**config.mk**
```make
export PLATFORM = sky130hd
export DESIGN_NAME = regfile_wb_arbiter
export DESIGN_NICKNAME = d
export VERILOG_FILES = /design/src/rtl/regfile_wb_arbiter.sv
export SDC_FILE = /design/constraint.sdc
export NUM_CORES = 1
export LEC_CHECK = 0
export ABC_AREA = 1
export BUFFER_PORTS_ARGS = -buffer_cell sky130_fd_sc_hd__buf_2
export CAP_MARGIN = 20
export CORE_MARGIN = 2
export CORE_UTILIZATION = 40
export DETAILED_ROUTE_END_ITERATION = 10
export PLACE_DENSITY_LB_ADDON = 0.05
export RECOVER_POWER = 100
export SLEW_MARGIN = 40
export SYNTH_ARGS = -nofsm -noshare
export SYNTH_HDL_FRONTEND = slang
export SYNTH_SLANG_ARGS = --single-unit
export TNS_END_PERCENT = 20
```
**constraint.sdc**
```tcl
create_clock -name clk -period 1.8 [get_ports clk]
set_input_delay 0.45 -clock clk [delete_from_list [all_inputs] [get_ports clk]]
set_output_delay 0.45 -clock clk [all_outputs]
set_load 0.05 [all_outputs]
```
**src/rtl/regfile_wb_arbiter.sv**
```systemverilog
`default_nettype none
// +--------------------------------------------------------------------------+
// | regfile_wb_arbiter: round-robin owner of the regfile write port, with an  |
// | ack watchdog. Optional macro REGFILE_WB_ARB_X0_DROP_EN completes x0        |
// | writes locally without touching the regfile.            Revision: 1.0     |
// +--------------------------------------------------------------------------+
module regfile_wb_arbiter #(
   parameter int N_REQ       = 3,
   parameter int ACK_TIMEOUT = 8
) (
   input  logic                clk,
   input  logic                reset,
   input  logic [N_REQ-1:0]    req_valid,
   input  logic [N_REQ*5-1:0]  req_addr,
   input  logic [N_REQ*32-1:0] req_data,
   output logic [N_REQ-1:0]    req_ack,
   output logic                req_err,
   output logic [4:0]          wr_addr,
   output logic [31:0]         wr_data,
   output logic                wr_data_valid,
   input  logic                wr_ack,
   output logic                busy,
   output logic                timeout_err
);
   localparam int IW = $clog2(N_REQ);
   localparam int CW = $clog2(ACK_TIMEOUT);
   localparam logic [CW-1:0] C_CNT_LAST = CW'(ACK_TIMEOUT - 1);
   localparam logic [IW-1:0] C_PTR_RST  = IW'(N_REQ - 1);
`ifdef REGFILE_WB_ARB_X0_DROP_EN
   localparam bit C_X0_DROP = 1'b1;
`else
   localparam bit C_X0_DROP = 1'b0;
`endif

   typedef enum logic [1:0] {
      IDLE  = 2'd0,
      WRITE = 2'd1,
      ACK   = 2'd2
   } state_t;

   state_t            state_q, state_d;
   logic [IW-1:0]     rr_ptr_q, rr_ptr_d;
   logic [IW-1:0]     grant_q, grant_d;
   logic [CW-1:0]     cnt_q, cnt_d;
   logic [4:0]        wr_addr_q, wr_addr_d;
   logic [31:0]       wr_data_q, wr_data_d;
   logic              wr_valid_q, wr_valid_d;
   logic [N_REQ-1:0]  req_ack_q, req_ack_d;
   logic              req_err_q, req_err_d;
   logic              timeout_q, timeout_d;
   logic              busy_q, busy_d;

   logic              found;
   logic [IW-1:0]     pick;
   logic [4:0]        pick_addr;
   logic [31:0]       pick_data;

   function automatic logic [IW-1:0] rr_idx(input logic [IW-1:0] base, input int k);
      int sum;
      sum = (int'(base) + k) % N_REQ;
      return IW'(sum);
   endfunction

   // Search starts just after the last served requester, so it ends up lowest priority.
   always_comb begin
      found = 1'b0;
      pick  = '0;
      for (int k = 1; k <= N_REQ; k++) begin
         if (!found && req_valid[rr_idx(rr_ptr_q, k)]) begin
            found = 1'b1;
            pick  = rr_idx(rr_ptr_q, k);
         end
      end
      pick_addr = req_addr[5*int'(pick) +: 5];
      pick_data = req_data[32*int'(pick) +: 32];
   end

   always_comb begin
      state_d    = state_q;
      rr_ptr_d   = rr_ptr_q;
      grant_d    = grant_q;
      cnt_d      = cnt_q;
      wr_addr_d  = wr_addr_q;
      wr_data_d  = wr_data_q;
      wr_valid_d = wr_valid_q;
      timeout_d  = timeout_q;
      req_ack_d  = '0;
      req_err_d  = 1'b0;
      case (state_q)
         IDLE: begin
            if (found) begin
               grant_d = pick;
               cnt_d   = '0;
               if (C_X0_DROP && pick_addr == 5'd0) begin
                  req_ack_d = N_REQ'(1) << pick;
                  rr_ptr_d  = pick;
                  state_d   = ACK;
               end else begin
                  wr_addr_d  = pick_addr;
                  wr_data_d  = pick_data;
                  wr_valid_d = 1'b1;
                  state_d    = WRITE;
               end
            end
         end
         WRITE: begin
            // A late ack on the final watchdog cycle still counts as success.
            if (wr_ack || cnt_q == C_CNT_LAST) begin
               wr_valid_d = 1'b0;
               req_ack_d  = N_REQ'(1) << grant_q;
               rr_ptr_d   = grant_q;
               state_d    = ACK;
               if (!wr_ack) begin
                  req_err_d = 1'b1;
                  timeout_d = 1'b1;
               end
            end else begin
               cnt_d = cnt_q + CW'(1);
            end
         end
         ACK: begin
            state_d = IDLE;
         end
         default: begin
            state_d    = IDLE;
            wr_valid_d = 1'b0;
         end
      endcase
      busy_d = (state_d != IDLE);
   end

   always_ff @(posedge clk or negedge reset) begin
      if (!reset) begin
         state_q    <= IDLE;
         rr_ptr_q   <= C_PTR_RST;
         grant_q    <= '0;
         cnt_q      <= '0;
         wr_addr_q  <= '0;
         wr_data_q  <= '0;
         wr_valid_q <= 1'b0;
         req_ack_q  <= '0;
         req_err_q  <= 1'b0;
         timeout_q  <= 1'b0;
         busy_q     <= 1'b0;
      end else begin
         state_q    <= state_d;
         rr_ptr_q   <= rr_ptr_d;
         grant_q    <= grant_d;
         cnt_q      <= cnt_d;
         wr_addr_q  <= wr_addr_d;
         wr_data_q  <= wr_data_d;
         wr_valid_q <= wr_valid_d;
         req_ack_q  <= req_ack_d;
         req_err_q  <= req_err_d;
         timeout_q  <= timeout_d;
         busy_q     <= busy_d;
      end
   end

   assign req_ack       = req_ack_q;
   assign req_err       = req_err_q;
   assign wr_addr       = wr_addr_q;
   assign wr_data       = wr_data_q;
   assign wr_data_valid = wr_valid_q;
   assign busy          = busy_q;
   assign timeout_err   = timeout_q;

endmodule
`default_nettype wire

```
# After elaboration in Yosys (flattened, before gate mapping)
# Index checks and enable logic that the tools add are counted.
[word_totals]
regBits = 53
inputBits = 117
word_cells = 72
[classes]
addsub = 4
multipliers = 1
div = 3
n_lt_le_gt_ge = 3
eq_ne = 6
n_shift = 3
muxes = 26
n_bitwise = 2
n_reduce_logical = 13
[ops]
columns = ["cell", "count"]
rows = [
  ["$mod A32 B3 Y32 const B", 3],
  ["$shiftx A96 B8 Y32", 1],
  ["$shiftx A15 B6 Y5", 1],
  ["$mux W3", 4],
  ["$mux W1", 11],
  ["$mux W2", 5],
  ["$lt A2 B3 Y1 const B", 3],
  ["$reduce_and A3 Y1", 3],
  ["$add A2 B2 Y3 const B", 2],
  ["$bmux W1 S2", 3],
  ["$ne A2 B2 Y1 const B", 3],
  ["$pmux W3 S2", 1],
  ["$mul A3 B2 Y5 const A", 1],
  ["$pmux W2 S2", 1],
  ["$reduce_and A2 Y1", 2],
  ["$reduce_bool A2 Y1", 2],
  ["$add A2 B1 Y3 const B", 1],
  ["$add A3 B1 Y3 const B", 1],
  ["$eq A3 B3 Y1 const B", 1],
  ["$pmux W1 S3", 1],
  ["$shl A1 B2 Y3 const A", 1],
  ["$eq A2 B1 Y1 const B", 1],
  ["$eq A2 B2 Y1 const B", 1],
  ["$logic_and A1 B1 Y1", 2],
  ["4 further kinds", 6],
]

# Longest topological paths before layout
[logic_depth]
word_depth = 14
mapped_depth = 16
mapped_depth_nobuf = 14

# Worst setup path after synthesis
# Ideal clock, no wire load.
[synth_timing]
path_type = "register to register"
from = "register rr_ptr_q[1]"
to = "register wr_addr_q[2], in the netlist wr_addr[2]"
arrival_ns = 1.853
required_time_ns = 1.679
path_slack_ns = -0.174
stages_incl_launch_ff = 12
path_buffers = 2
synth_period_minus_slack_ns = 1.974
cell_sequence = "dfstp_2 -> ha_1 -> o21ai_1 -> nand2_4 -> nand2_1 -> nand2_1 -> nand2_1 -> nand2_4 -> buf_12 -> buf_8 -> a21oi_2 -> a21oi_2"
[synth_via]
elab_chain_len = 13
[synth_rtl]
columns = ["element", "line_no", "rtl"]
rows = [
  ["from (decl)", "42", "logic [IW-1:0] rr_ptr_q, rr_ptr_d;"],
  ["from (signal assigned)", "147", "rr_ptr_q <= rr_ptr_d;"],
  ["$add A2 B1 Y3", "60", "sum = (int'(base) + k) % N_REQ;"],
  ["$mod A32 B3 Y32", "60", ""],
  ["$bmux W1 S2", "69", "if (!found && req_valid[rr_idx(rr_ptr_q, k)]) begin"],
  ["$mux W1 (not written as such)", "69", ""],
  ["$mux W1", "69", ""],
  ["$logic_not A1 Y1", "69", ""],
  ["$logic_and A1 B1 Y1", "69", ""],
  ["$mux W1", "69", ""],
  ["$logic_not A1 Y1", "69", ""],
  ["$logic_and A1 B1 Y1", "69", ""],
  ["$mux W2", "69", ""],
  ["$mul A3 B2 Y5", "74", "pick_addr = req_addr[5*int'(pick) +: 5];"],
  ["$shiftx A15 B6 Y5", "74", ""],
  ["to (signal assigned)", "150", "wr_addr_q <= wr_addr_d;"],
  ["to (decl)", "45", "logic [4:0] wr_addr_q, wr_addr_d;"],
]
# Parallel ways exist; a longest one is shown, timed or not. The select of a mux whose other input is x is not followed.
# A chain may end at the register's enable or synchronous reset.

# Final worst setup path
[layout_timing]
from = "register rr_ptr_q[1]"
to = "register wr_data_q[11], in the netlist wr_data[11]"
[layout_via]
elab_chain_len = 12
[layout_rtl]
columns = ["element", "line_no", "rtl"]
rows = [
  ["$add A2 B1 Y3", "60", ""],
  ["$mod A32 B3 Y32", "60", ""],
  ["$bmux W1 S2", "69", ""],
  ["$mux W1 (not written as such)", "69", ""],
  ["$mux W1", "69", ""],
  ["$logic_not A1 Y1", "69", ""],
  ["$logic_and A1 B1 Y1", "69", ""],
  ["$mux W1", "69", ""],
  ["$logic_not A1 Y1", "69", ""],
  ["$logic_and A1 B1 Y1", "69", ""],
  ["$mux W2 or $mux W1 (tied branches)", "69", ""],
  ["$shiftx A96 B8 Y32 or $reduce_and A2 Y1 (tied branches)", "n/a", ""],
  ["to (signal assigned)", "151", "wr_data_q <= wr_data_d;"],
  ["to (decl)", "46", "logic [31:0] wr_data_q, wr_data_d;"],
]
# Parallel ways exist; a longest one is shown, timed or not. The select of a mux whose other input is x is not followed.

==> flow_summary.yaml <==
yosys:
  syn_area_um2: 3460
  postSynthAreaPerCell_um2: 7.38
  netlist_instances: 469
  seq_area_frac_synth: 0.383
  syn-num-nets: 592
  ys_types: 31
  ys_warn_count: 0
  synth_seq_cells: 53
critical_path:
  crit_path_end: "wr_data[11]"
  critical_path.cell_chain: "ha_4 -> inv_4 -> nand3_1 -> nand2_2 -> nand4_1 -> nand2_4 -> inv_4 -> buf_12 -> nand3_2 -> nand2_1 -> inv_1 -> nand2_1"
  crit_fanout: 12
  endpoint_kind: "flip-flop"
  reg2reg_depth: 12
  reg2reg_slack_ns: -0.19
  r2r-start: "rr_ptr_q[1]"
  arrival_ns: 2.18
  worstPathRequired_ns: 2.00
  max_stage_delay_ns: 0.58
  crit_start: "rr_ptr_q[1]"
  critPathKind: "flip-flop to flip-flop"
  crit_path_start_kind: "flip-flop"
  cp_slowest_cell: "dfstp_2"
  r2r-end: "wr_data[11]"
timing:
  fin_skew_ns: 0.00602
  rsz0062_at_grt: "true"
  relSlewSlack: 0.0726
  final_max_slew_viol_count: 0
  fin_ws_ns: -0.188
  min_period_ns: 1.99
  hold_violations: 0
  finalSetupViolations: 44
  fin_crit_sh: 1.10
  worstMarginPinSlew_ns: 1.39
  max_freq_ghz: 0.503
  finalSetupTns_ns: -6.78
final_layout:
  final_cells: 750
  fill_cells: 815
  area_growth_pct: 40.1
  fin_nets: 767
  regArea_um2: 1330
  fin_area_um2: 4850
  drive_above_1_share: 0.366
  multi_input_area_um2: 1750
  n_antenna_cell: 0
grt:
  grt_pass1_vias: 3434
  grt_max_degree: 31
  grt_overflow: 0
  antenna_found_initial: 0
  grt_pass1_wl_um: 16100
  track_usage: 0.205
floorplan:
  ios: 161
  core-area_um2: 8300
  die_w_um: 97.0
  rows: 33
  start_util: 0.417
  chipHeight_um: 97.0
  die_area_um2: 9420
route:
  routed_wl_um: 10200
  drt_iter0_drc: 124
  dr.pass1.iters: 4
  ant_nets: 0
  vias_per_cell: 4.86
  wl_per_cell_um: 13.6
  vias: 3643
  drc: 0
clock_network:
  insertion_delay_ns: 0.31
  numCtsBuffers: 5
  cts_root_buffer: "clkbuf_8"
  holdBufCountCts: 0
  clk_pin_slew_ns: 0.09
  htreeDepth: 2
  cts_tree: "done"
  cts_max_path_buffers: 2
  cts_sinks: 53
placement:
  gp_congestion: 0.802
  placedCellCount: 737
  dpl.hpwl_um: 7340
  post-place-ws_ns: -0.238
  placed_area_um2: 4580
  portBuffers: 160
run_status:
  status: "complete, but fails checks"
  violations: "setup timing"
run:
  maxCapViolCount: 0
min_path:
  min_path_type: "input port to asynchronous set/reset pin"
critical path, delay by kind of cell, from the launching register on:
kind / cells / cell delay (ns)
AND/OR/NAND/NOR: 7 / 0.70
adder cells (fa/ha/maj): 1 / 0.24
flip-flops: 1 / 0.58
buffers and inverters: 4 / 0.34
per-layer routing:
layer  global-route usage  routed length (um)  up-vias  part of all wire
met2                0.347                4790      137              0.47
met5                    0                   0        -                 0
met4               0.0466                 114        0             0.011
met3               0.0484                 757       12             0.074
li1                     -                   -     1836                 -
met1                0.266                4510     1658              0.44
repair_timing:
item | in CTS | in global routing
endpoints found under the setup margin | 43 | 45
gates cloned | 0 | 2
setup buffers | 3 | 0
pin swaps | 4 | 10
resized for setup | 14 | 24
endpoints found under the hold margin | 0 | 0
cell type report:
cell class / instances / area share
Sequential cell: 53 / 0.274
Tap cell: 105 / 0.0271
Clock inverter: 1 / 0.00619
Multi-Input combinational cell: 297 / 0.361
Clock buffer: 7 / 0.0178
Timing Repair Buffer: 194 / 0.240
Inverter: 93 / 0.0740
kinds of logic (layout without fill, tap and decap cells):
logic type | after synthesis | in the layout | synth area share
DFF | 53 | 53 | 0.383
and+or+nand+nor | 223 | 223 | 0.302
AOI/OAI and AO/OA | 68 | 68 | 0.137
adders and majority gates | 6 | 6 | 0.0217
buffers and inverters | 119 | 295 | 0.156
registers in the layout, indices dropped and copies added, names as in the netlist:
signal         cells
grant_q            2
state_q            2
timeout_err        1
wr_data_valid      1
rr_ptr_q           2
busy               1
cnt_q              3
req_err            1
wr_addr            5
wr_data           32
req_ack            3
synth_stat cells, drive strengths merged:
cell    number  area share
nand3b       1      0.0022
a22o         1      0.0025
dfstp        1      0.0076
inv         93        0.10
dfrtp       52        0.38
or2          1      0.0018
nand3       91        0.14
nand2       92        0.10
o211ai      15       0.033
nand4        4      0.0090
nor2        32       0.037
ha           6       0.022
nor3         2      0.0029
buf         23       0.052
o21ai        6      0.0087
a31oi        1      0.0018
clkbuf       3      0.0033
a21oi       45       0.091
metrics by stage:
stage | utilization | hold WS, ns
finish | 0.585 | 0.288
floorplan | - | 0.154
global route | 0.585 | 0.301
global placement | 0.552 | 0.450
detailed placement | 0.552 | 0.463
CTS | 0.574 | 0.139
worst min path at each step:
stage                        to  slack [ns]  cells after the start
global placement    timeout_err        0.45                      1
finish               wr_addr[4]        0.29                      2
CTS                  wr_data[1]        0.14                      2
detailed placement  timeout_err        0.46                      1
global route            req_err        0.30                      2
floorplan                  busy        0.15                      0
placed cells by master (no fill, tap or decap), drive strengths merged, types with 4 or more instances in the layout:
| cell type | synthesis | routed |
|---|---|---|
| o21ai | 6 | 6 |
| o211ai | 15 | 15 |
| nand4 | 4 | 4 |
| inv | 93 | 93 |
| nand3 | 91 | 91 |
| clkbuf | 3 | 55 |
| a21oi | 45 | 45 |
| ha | 6 | 6 |
| nor2 | 32 | 32 |
| buf | 23 | 146 |
| nand2 | 92 | 92 |
| dfrtp | 52 | 52 |
Power is not shown: default switching activity piles up to over one toggle a cycle in this logic, so the estimate is an artifact.
